### src/rtl/sseg_arbiter.sv
// ---------------------------------------------------------------------------
// sseg_arbiter
//
// Round-robin arbiter that shares one 4-digit 7-segment display between
// N_REQ requesters. When the arbiter is idle and any request is present, the
// winning requester's 16-bit value is latched onto the four display digits.
// That value is then held for HOLD_TICKS display ticks before another grant
// can be issued. Ticks are the 1-cycle overflow strobe of the display refresh
// counter, so the hold time is measured in display ticks, not clock cycles.
//
// Ports
//   clk          in   1              system clock, rising edge
//   rst          in   1              synchronous reset, active-high
//   tick         in   1              1-cycle display tick strobe
//   req          in   N_REQ          level request per requester
//   data         in   16*N_REQ       requester i value at data[16*i +: 16]
//   gnt          out  N_REQ          one-hot, 1-cycle grant pulse
//   owner        out  $clog2(N_REQ)  index of the last granted requester
//   busy         out  1              high while a granted value is held
//   digit0..3    out  4 each         display nibbles, digit0 = value[3:0]
//
// Every output comes straight from a register.
// ---------------------------------------------------------------------------
module sseg_arbiter #(
    parameter int N_REQ      = 4,
    parameter int HOLD_TICKS = 8,
    parameter int CNT_W      = 8
) (
    input  logic                     clk,
    input  logic                     rst,
    input  logic                     tick,
    input  logic [N_REQ-1:0]         req,
    input  logic [16*N_REQ-1:0]      data,
    output logic [N_REQ-1:0]         gnt,
    output logic [$clog2(N_REQ)-1:0] owner,
    output logic                     busy,
    output logic [3:0]               digit0,
    output logic [3:0]               digit1,
    output logic [3:0]               digit2,
    output logic [3:0]               digit3
);

    localparam int IDX_W = $clog2(N_REQ);

    // A hold of zero ticks would never leave SHOW cleanly; treat it as one.
    localparam int                HOLD_EFF  = (HOLD_TICKS < 1) ? 1 : HOLD_TICKS;
    localparam logic [CNT_W-1:0]  HOLD_LOAD = CNT_W'(HOLD_EFF);
    localparam logic [CNT_W-1:0]  CNT_ONE   = CNT_W'(1);
    localparam logic [IDX_W-1:0]  LAST_IDX  = IDX_W'(N_REQ - 1);
    localparam logic [IDX_W-1:0]  IDX_ONE   = IDX_W'(1);

    typedef enum logic {
        ST_IDLE = 1'b0,
        ST_SHOW = 1'b1
    } state_t;

    // ---------------------------------------------------------------------
    // Registers
    // ---------------------------------------------------------------------
    state_t             r_state;
    logic [N_REQ-1:0]   r_gnt;
    logic [IDX_W-1:0]   r_owner;
    logic               r_busy;
    logic [15:0]        r_digits;
    logic [CNT_W-1:0]   r_hold_cnt;
    logic [IDX_W-1:0]   r_rr_ptr;

    // ---------------------------------------------------------------------
    // Combinational signals
    // ---------------------------------------------------------------------
    state_t             w_state_nxt;
    logic               w_any;
    logic [IDX_W-1:0]   w_winner;
    logic               w_grant;
    logic               w_count;
    logic               w_release;
    logic [IDX_W-1:0]   w_rr_nxt;

    // (base + offs) mod N_REQ for offs in [0, N_REQ); works for any N_REQ,
    // not only powers of two.
    function automatic logic [IDX_W-1:0] wrap_add(input logic [IDX_W-1:0] base,
                                                  input int               offs);
        int s;
        s = int'(base) + offs;
        if (s >= N_REQ) begin
            s = s - N_REQ;
        end
        return IDX_W'(s);
    endfunction

    // ---------------------------------------------------------------------
    // Round-robin search: first requester at or after r_rr_ptr, wrapping.
    // ---------------------------------------------------------------------
    always_comb begin
        // NOTE: every variable gets a default before any branch, so no path
        // leaves it unassigned and no latch is inferred.
        w_any    = 1'b0;
        w_winner = '0;
        for (int k = 0; k < N_REQ; k++) begin
            if (!w_any && req[wrap_add(r_rr_ptr, k)]) begin
                w_any    = 1'b1;
                w_winner = wrap_add(r_rr_ptr, k);
            end
        end
    end

    // ---------------------------------------------------------------------
    // FSM process 1: state register
    // ---------------------------------------------------------------------
    always_ff @(posedge clk) begin
        // NOTE: non-blocking assignments so every register samples pre-edge
        // values and the simulation matches the synthesized flops.
        if (rst) begin
            r_state <= ST_IDLE;
        end else begin
            r_state <= w_state_nxt;
        end
    end

    // ---------------------------------------------------------------------
    // FSM process 2: next-state logic
    // ---------------------------------------------------------------------
    always_comb begin
        w_state_nxt = r_state;
        case (r_state)
            ST_IDLE: begin
                if (w_any) begin
                    w_state_nxt = ST_SHOW;
                end
            end
            ST_SHOW: begin
                if (tick && (r_hold_cnt == CNT_ONE)) begin
                    w_state_nxt = ST_IDLE;
                end
            end
            default: w_state_nxt = ST_IDLE;
        endcase
    end

    // ---------------------------------------------------------------------
    // FSM process 3: output / datapath control decode
    // Ticks are only counted in SHOW, so a tick coinciding with the grant
    // edge (still IDLE) does not shorten the hold window.
    // ---------------------------------------------------------------------
    always_comb begin
        w_grant   = (r_state == ST_IDLE) && w_any;
        w_count   = (r_state == ST_SHOW) && tick;
        w_release = w_count && (r_hold_cnt == CNT_ONE);
        w_rr_nxt  = (w_winner == LAST_IDX) ? '0 : (w_winner + IDX_ONE);
    end

    // ---------------------------------------------------------------------
    // Registered outputs and hold counter
    // ---------------------------------------------------------------------
    always_ff @(posedge clk) begin
        if (rst) begin
            r_gnt      <= '0;
            r_owner    <= '0;
            r_busy     <= 1'b0;
            r_digits   <= '0;
            r_hold_cnt <= '0;
            r_rr_ptr   <= '0;
        end else begin
            // Grant is a single-cycle pulse; default it low every cycle.
            r_gnt <= '0;
            if (w_grant) begin
                r_gnt      <= N_REQ'(1) << w_winner;
                r_digits   <= data[16*w_winner +: 16];
                r_owner    <= w_winner;
                r_busy     <= 1'b1;
                r_hold_cnt <= HOLD_LOAD;
                r_rr_ptr   <= w_rr_nxt;
            end else if (w_count) begin
                if (w_release) begin
                    r_busy     <= 1'b0;
                    r_hold_cnt <= '0;
                end else begin
                    r_hold_cnt <= r_hold_cnt - CNT_ONE;
                end
            end
        end
    end

    assign gnt    = r_gnt;
    assign owner  = r_owner;
    assign busy   = r_busy;
    assign digit0 = r_digits[3:0];
    assign digit1 = r_digits[7:4];
    assign digit2 = r_digits[11:8];
    assign digit3 = r_digits[15:12];

endmodule

### config.mk
export PLATFORM = sky130hd
export DESIGN_NAME = sseg_arbiter
export DESIGN_NICKNAME = d
export VERILOG_FILES = /design/src/rtl/sseg_arbiter.sv
export SDC_FILE = /design/constraint.sdc
export NUM_CORES = 1
export LEC_CHECK = 0
export BUFFER_PORTS_ARGS = -buffer_cell sky130_fd_sc_hd__buf_2
export CORE_MARGIN = 2
export CORE_UTILIZATION = 45
export DETAILED_ROUTE_END_ITERATION = 6
export PLACE_DENSITY = 0.8
export SETUP_SLACK_MARGIN = 0.4
export SLEW_MARGIN = 20
export SYNTH_ARGS = -nofsm -noshare
export SYNTH_HDL_FRONTEND = slang
export SYNTH_SLANG_ARGS = --single-unit
### constraint.sdc
create_clock -name clk -period 1.88 [get_ports clk]
set_input_delay 0.188 -clock clk [delete_from_list [all_inputs] [get_ports clk]]
set_output_delay 0.188 -clock clk [all_outputs]
set_load 0.005 [all_outputs]
==> impl_metrics.tcl, run 1 <==
set metrics [dict create \
    outcome "finished, final reports clean" \
    skew_ns 0.005381 \
    cp.arrival_ns 1.78 \
    utilization 0.6933 \
    ys_warn_count 0 \
    pwr_density_cell_nw_per_um2 900.6 \
    ys_types 34 \
    cpPeakStageDelay_ns 0.43 \
    first_global_vias 1929 \
    ctsHtreeMaxLevel 2 \
    die_h_um 66.50 \
    ys_seq_area_frac 0.3872 \
    setup_violations 0 \
    clk_pin_slew_ns 0.07 \
    rows 22 \
    die-area_um2 4422 \
    via_per_inst 5.369 \
    synthTopCellsByArea "dfxtp_1, nand2_1, a32o_1, nand3_1, buf_6" \
    ir_drop_uv 529.1 \
    finalCriticalPeriod_ns 1.596 \
    cts_max_path_buffers 2 \
    numPortBuffers 93 \
    grt_remaining_overflow 0 \
    startpoint_type "flop" \
    gp_congestion 0.7605 \
    cts_hold_buf 0 \
    postRouteAntennaNets 0 \
    drcViolationCount 0 \
    grt_usage 0.2581 \
    tns_ns 0 \
    synthCells 228 \
    cts_tree "built" \
    slowest_stage "or3b_4" \
    worst_pin_slew_ns 0.5349 \
    rsz0062_at_grt "yes" \
    numCtsBuffers 5 \
    synth_seq_cells 34 \
    grt_max_degree 31 \
    nFillCells 317 \
    nNetsFinal 401 \
    worstPathCellList "or3b_4 -> o221a_4 -> nand2_1 -> nand3_1 -> a32o_1" \
    wirelength_mm 5.487 \
    critPathKind "reg -> reg" \
    maxCapViolCount 0 \
    synth_top_area_frac 0.3872 \
    fin_crit_sh 0.8487 \
    clock_latency_ns 0.29 \
    max_freq_mhz 626.7 \
    holdCritPathClass "in -> reg" \
    io-pin-count 94 \
    drive_gt1_frac 0.3921 \
    p_total_mw 2.320 \
    hpwl_mm 3.596 \
    yosys.area.top_type "dfxtp_1" \
    initial_core_util 0.4731 \
    die_w_um 66.50 \
    via_count 2024 \
    wl_per_cell_um 14.55 \
    first_pass_iters 4 \
    crit_required_ns 2.06 \
    hold_viol_final 0 \
    maxSlewHeadroom 0.6401 \
    p_leak_nw 1.254 \
    diodes 0 \
    core_um2 3716 \
    antenna_found_initial 0 \
    crit_fanout 17 \
    grt_first_pass_wirelength_mm 8.680 \
    drv_slew 0 \
    avgSynthCellArea_um2 7.710 \
    clkSinkCount 34 \
    cts-root-buf "clkbuf_8" \
    drt_iter0_markers 57 \
    syn2layout_area_growth_pct 46.55 \
    synth.cell_area_um2 1758 \
    syn_nets 301 \
    worstSetupEndpointType "flop" \
]
## per-layer routing
metal	vias up	global-route usage	routed length, um
met3	7	0.09628	430
li1	1009	-	-
met1	938	0.2968	2222
met4	0	0.07908	74
met5	-	0	0
met2	70	0.4425	2759
## repair_timing
item                       CTS  global route
pin swaps                    2             0
setup buffers                3             4
gates cloned                 1             1
setup endpoints to repair   21            27
resized for setup           10             5
## synthesized netlist by cell type
cell type / number
a21boi_0: 2
a21o_1: 1
a21oi_1: 6
a22o_1: 2
a32o_1: 16
and3_1: 1
and3b_1: 1
and4b_1: 1
buf_2: 7
buf_6: 5
clkbuf_1: 3
dfxtp_1: 34
ha_1: 2
inv_1: 3
mux2i_1: 1
nand2_1: 73
nand3_1: 32
nor2_1: 11
nor2b_1: 1
nor3_1: 5
nor3b_1: 1
nor4_1: 3
o21a_1: 1
o21ai_0: 2
o21bai_1: 1
o221a_2: 1
o221ai_1: 1
o22a_1: 1
o22ai_2: 1
or2_2: 1
or3_1: 2
or3b_4: 1
xnor2_1: 4
xor2_1: 1
## cell type report
class / count / area, um2 / area share
Timing Repair Buffer: 106 / 600.6 / 0.2331
Clock buffer: 6 / 82.58 / 0.03205
Clock inverter: 2 / 60.06 / 0.02331
Sequential cell: 34 / 688.2 / 0.2671
Multi-Input combinational cell: 178 / 1074 / 0.4167
Inverter: 3 / 11.26 / 0.004371
Tap cell: 48 / 60.06 / 0.02331
## report_power, final
part	total (mW)	switching, mW	leakage [nW]	internal, mW
clock	0.842	0.276	0.0714	0.566
combinational	0.640	0.325	0.902	0.315
sequential	0.838	0.0484	0.281	0.790
## flip-flops by register name, indices dropped and copies added, names as in the netlist
name	cells
r_state	1
r_digits	16
gnt	4
r_rr_ptr	2
owner	2
r_hold_cnt	8
busy	1
## layout by cell type, fill, tap and decap left out, types with 2 or more instances in the layout
cell / count
a21oi_1: 6
a22o_1: 2
a32o_1: 16
buf_12: 3
buf_2: 93
buf_4: 10
bufinv_16: 2
clkbuf_8: 6
dfxtp_1: 32
dfxtp_4: 2
ha_1: 2
inv_1: 3
nand2_1: 73
nand3_1: 32
nor2_1: 11
nor3_1: 4
nor4_1: 3
o21ai_0: 2
o221a_4: 3
or3_1: 2
xnor2_1: 4
## per-stage QoR
step                      hold slack (ns)  std cells  cell area, um2  setup WS, ns
final                              0.1754        377            2576        0.2844
after global routing               0.1812        377            2576        0.2232
after CTS                          0.1691        372            2510        0.3054
after detailed placement           0.4375        360            2291        0.1232
after global placement             0.4302        360            2291        0.1858
after floorplan                    0.2673        228            1774        0.2507
## worst max-delay path, delay by kind of cell, from the launching register on
family	cells	cell delay (ns)
flops	1	0.38
compound gates	2	0.48
simple gates	3	0.62
## logic make-up (layout without fill, tap and decap cells)
kind of cell,after synthesis,in the layout,share of synthesized area
buffers and inverters,18,117,0.06476
muxes,1,1,0.005694
DFF,34,34,0.3872
xor gates and xnor gates,5,5,0.02491
AOI/OAI and AO/OA,35,37,0.1687
adders and majority gates,2,2,0.01423
and+or+nand+nor,133,133,0.3345
## final timing paths
kind,endpoint,cells after the start,slack (ns),from
min reg2reg,owner[0]$_SDFFE_PP0P_,2,0.45,owner[0]$_SDFFE_PP0P_
max,r_digits[12]$_SDFFE_PP0P_,5,0.28,r_rr_ptr[1]$_SDFFE_PP0P_
max reg2reg,r_digits[12]$_SDFFE_PP0P_,5,0.28,r_rr_ptr[1]$_SDFFE_PP0P_
min,r_hold_cnt[1]$_SDFFE_PP0P_,2,0.18,rst
(Power assumes the default switching activity.)
==> inputs of run 2 (changes only) <==
==> constraint.sdc (replaced) <==
create_clock -name clk -period 1.63 [get_ports clk]
set_input_delay 0.163 -clock clk [delete_from_list [all_inputs] [get_ports clk]]
set_output_delay 0.163 -clock clk [all_outputs]
set_load 0.005 [all_outputs]
==> run 2 against run 1 <==
- sequential share of layout area down 1.4 points
- combinational power up 28%
- routed wire length down 4.5%
- count of clock-buffer cells in the layout down 1
- fmax up 1.6%
- utilization up 4.9 points
- die area unchanged
- via count down 0.15%
- largest cell class unchanged
==> impl_metrics.tcl, run 2 (same netlist as run 1, synthesis figures left out) <==
set metrics [dict create \
    critical-path-top-delay-family "simple AND/OR/NAND/NOR gates" \
    crit_required_ns 1.80 \
    cts-root-buf "clkbuf_8" \
    cpPeakStageDelay_ns 0.38 \
    wirelength_mm 5.240 \
    crit_fanout 17 \
    die_w_um 66.50 \
    seq_area_um2 698.2 \
    die_h_um 66.50 \
    wl_per_cell_um 13.65 \
    drcViolationCount 0 \
    multi_input_comb_area_um2 1162 \
    fin_hold_ws_ns 0.1647 \
    path_buf_inv 1 \
    clock_latency_ns 0.28 \
    startpoint_type "flop" \
    drv_slew 0 \
    fin_crit_sh 0.9632 \
    nFillCells 305 \
    utilization 0.7428 \
    worstSetupEndpointType "flop" \
    ir_drop_uv 508.6 \
    cts_max_path_buffers 2 \
    layout_commonest_cell "buf_2" \
    clk_pin_slew_ns 0.07 \
    via_per_inst 5.263 \
    r2r_start "r_rr_ptr[1]$_SDFFE_PP0P_" \
    max_freq_mhz 637.0 \
    tns_ns 0 \
    worstPathCellList "or3b_4 -> o221a_4 -> buf_12 -> nand2_2 -> nand3_2 -> a32o_1" \
    finalCriticalPeriod_ns 1.570 \
    fin_cells 384 \
    placed_cells 366 \
    first_global_vias 1983 \
    hold_start "rst" \
    outcome "finished, final reports clean" \
    maxSlewHeadroom 0.7742 \
    cp-startpoint "r_rr_ptr[1]$_SDFFE_PP0P_" \
    diodes 0 \
    setup_ws_ns 0.06007 \
    largest_reg_flops 16 \
    numCtsBuffers 5 \
    hold_viol_final 0 \
    via_count 2021 \
    cts_tree "built" \
    regMostFlops "r_digits" \
    first_pass_iters 4 \
    maxCapViolCount 0 \
    worst_pin_slew_ns 0.3356 \
    die-area_um2 4422 \
    nNetsFinal 408 \
    grt_remaining_overflow 0 \
    grt_usage 0.2481 \
    grt_max_degree 26 \
    hpwl_mm 3.648 \
    initial_core_util 0.4731 \
    drive_gt1_frac 0.5149 \
    grt_first_pass_wirelength_mm 8.362 \
    slowest_stage "or3b_4" \
    rows 22 \
    skew_ns 0.007815 \
    drt_iter0_markers 54 \
    ctsHtreeMaxLevel 2 \
    clkSinkCount 34 \
    most-common-layout-cells "buf_2, nand2_1, nand3_1" \
    pwr_density_cell_nw_per_um2 915.2 \
    rsz0062_at_grt "yes" \
    cts_hold_buf 0 \
    io-pin-count 94 \
    antenna_found_initial 0 \
    setup_violations 0 \
    p_leak_nw 1.315 \
    critPathKind "reg -> reg" \
    cp.arrival_ns 1.74 \
    pre_cts_ws_ns -0.02618 \
    syn2layout_area_growth_pct 57.01 \
    gp_congestion 0.8093 \
    postRouteAntennaNets 0 \
    core_um2 3716 \
    numPortBuffers 93 \
    holdCritPathClass "in -> reg" \
]
[run 2: cell types whose count changed in the layout (fill, tap and decap cells not counted), moves of 5 or more]
cell | previous run | this run
dfxtp_1 | 32 | 26
nand2_1 | 73 | 62
buf_6 | 0 | 5
nand2_2 | 0 | 9
nor2_1 | 11 | 6
dfxtp_2 | 0 | 5
[run 2: what timing repair did]
action	in CTS	in global routing
setup endpoints to repair	34	34
gates cloned	2	0
gates resized for setup	25	35
pin swaps	10	10
buffers inserted	8	0
[run 2: final cells by class]
| type | instances | area share |
|---|---|---|
| multi-input combinational | 176 | 0.4211 |
| timing repair buffer | 115 | 0.2607 |
| sequential | 34 | 0.2529 |
| clock buffer | 5 | 0.02493 |
| tap | 48 | 0.02176 |
| clock inverter | 3 | 0.01451 |
| inverter | 3 | 0.004080 |
[run 2: final timing paths]
kind / endpoint / slack, ns / cells after the start
worst max register to register: r_digits[2]$_SDFFE_PP0P_ / 0.06 / 6
worst min register to register: owner[0]$_SDFFE_PP0P_ / 0.45 / 2
worst max-delay path: r_digits[2]$_SDFFE_PP0P_ / 0.06 / 6
worst min-delay path: r_hold_cnt[1]$_SDFFE_PP0P_ / 0.16 / 2
[run 2: metal layers]
layer | vias to the layer above | wire (um) | track usage
met5 | - | 0 | 0
met4 | 0 | 91 | 0.09949
met3 | 9 | 398 | 0.07601
met2 | 78 | 2620 | 0.4450
met1 | 919 | 2130 | 0.2698
li1 | 1015 | - | -
[run 2: where the power goes]
part / switching [mW] / leakage, nW / total (mW) / internal, mW
Clock: 0.292 / 0.0579 / 0.742 / 0.450
Combinational: 0.398 / 0.974 / 0.819 / 0.421
Sequential: 0.0542 / 0.283 / 0.965 / 0.911
Total: 0.744 / 1.31 / 2.53 / 1.78
[run 2: stage by stage]
step / total power [mW] / instance area (um2)
after floorplan: 1.406 / 1807
after global placement: 1.652 / 2366
after detailed placement: 1.662 / 2366
after CTS: 2.490 / 2643
after global routing: 2.670 / 2760
final: 2.526 / 2760
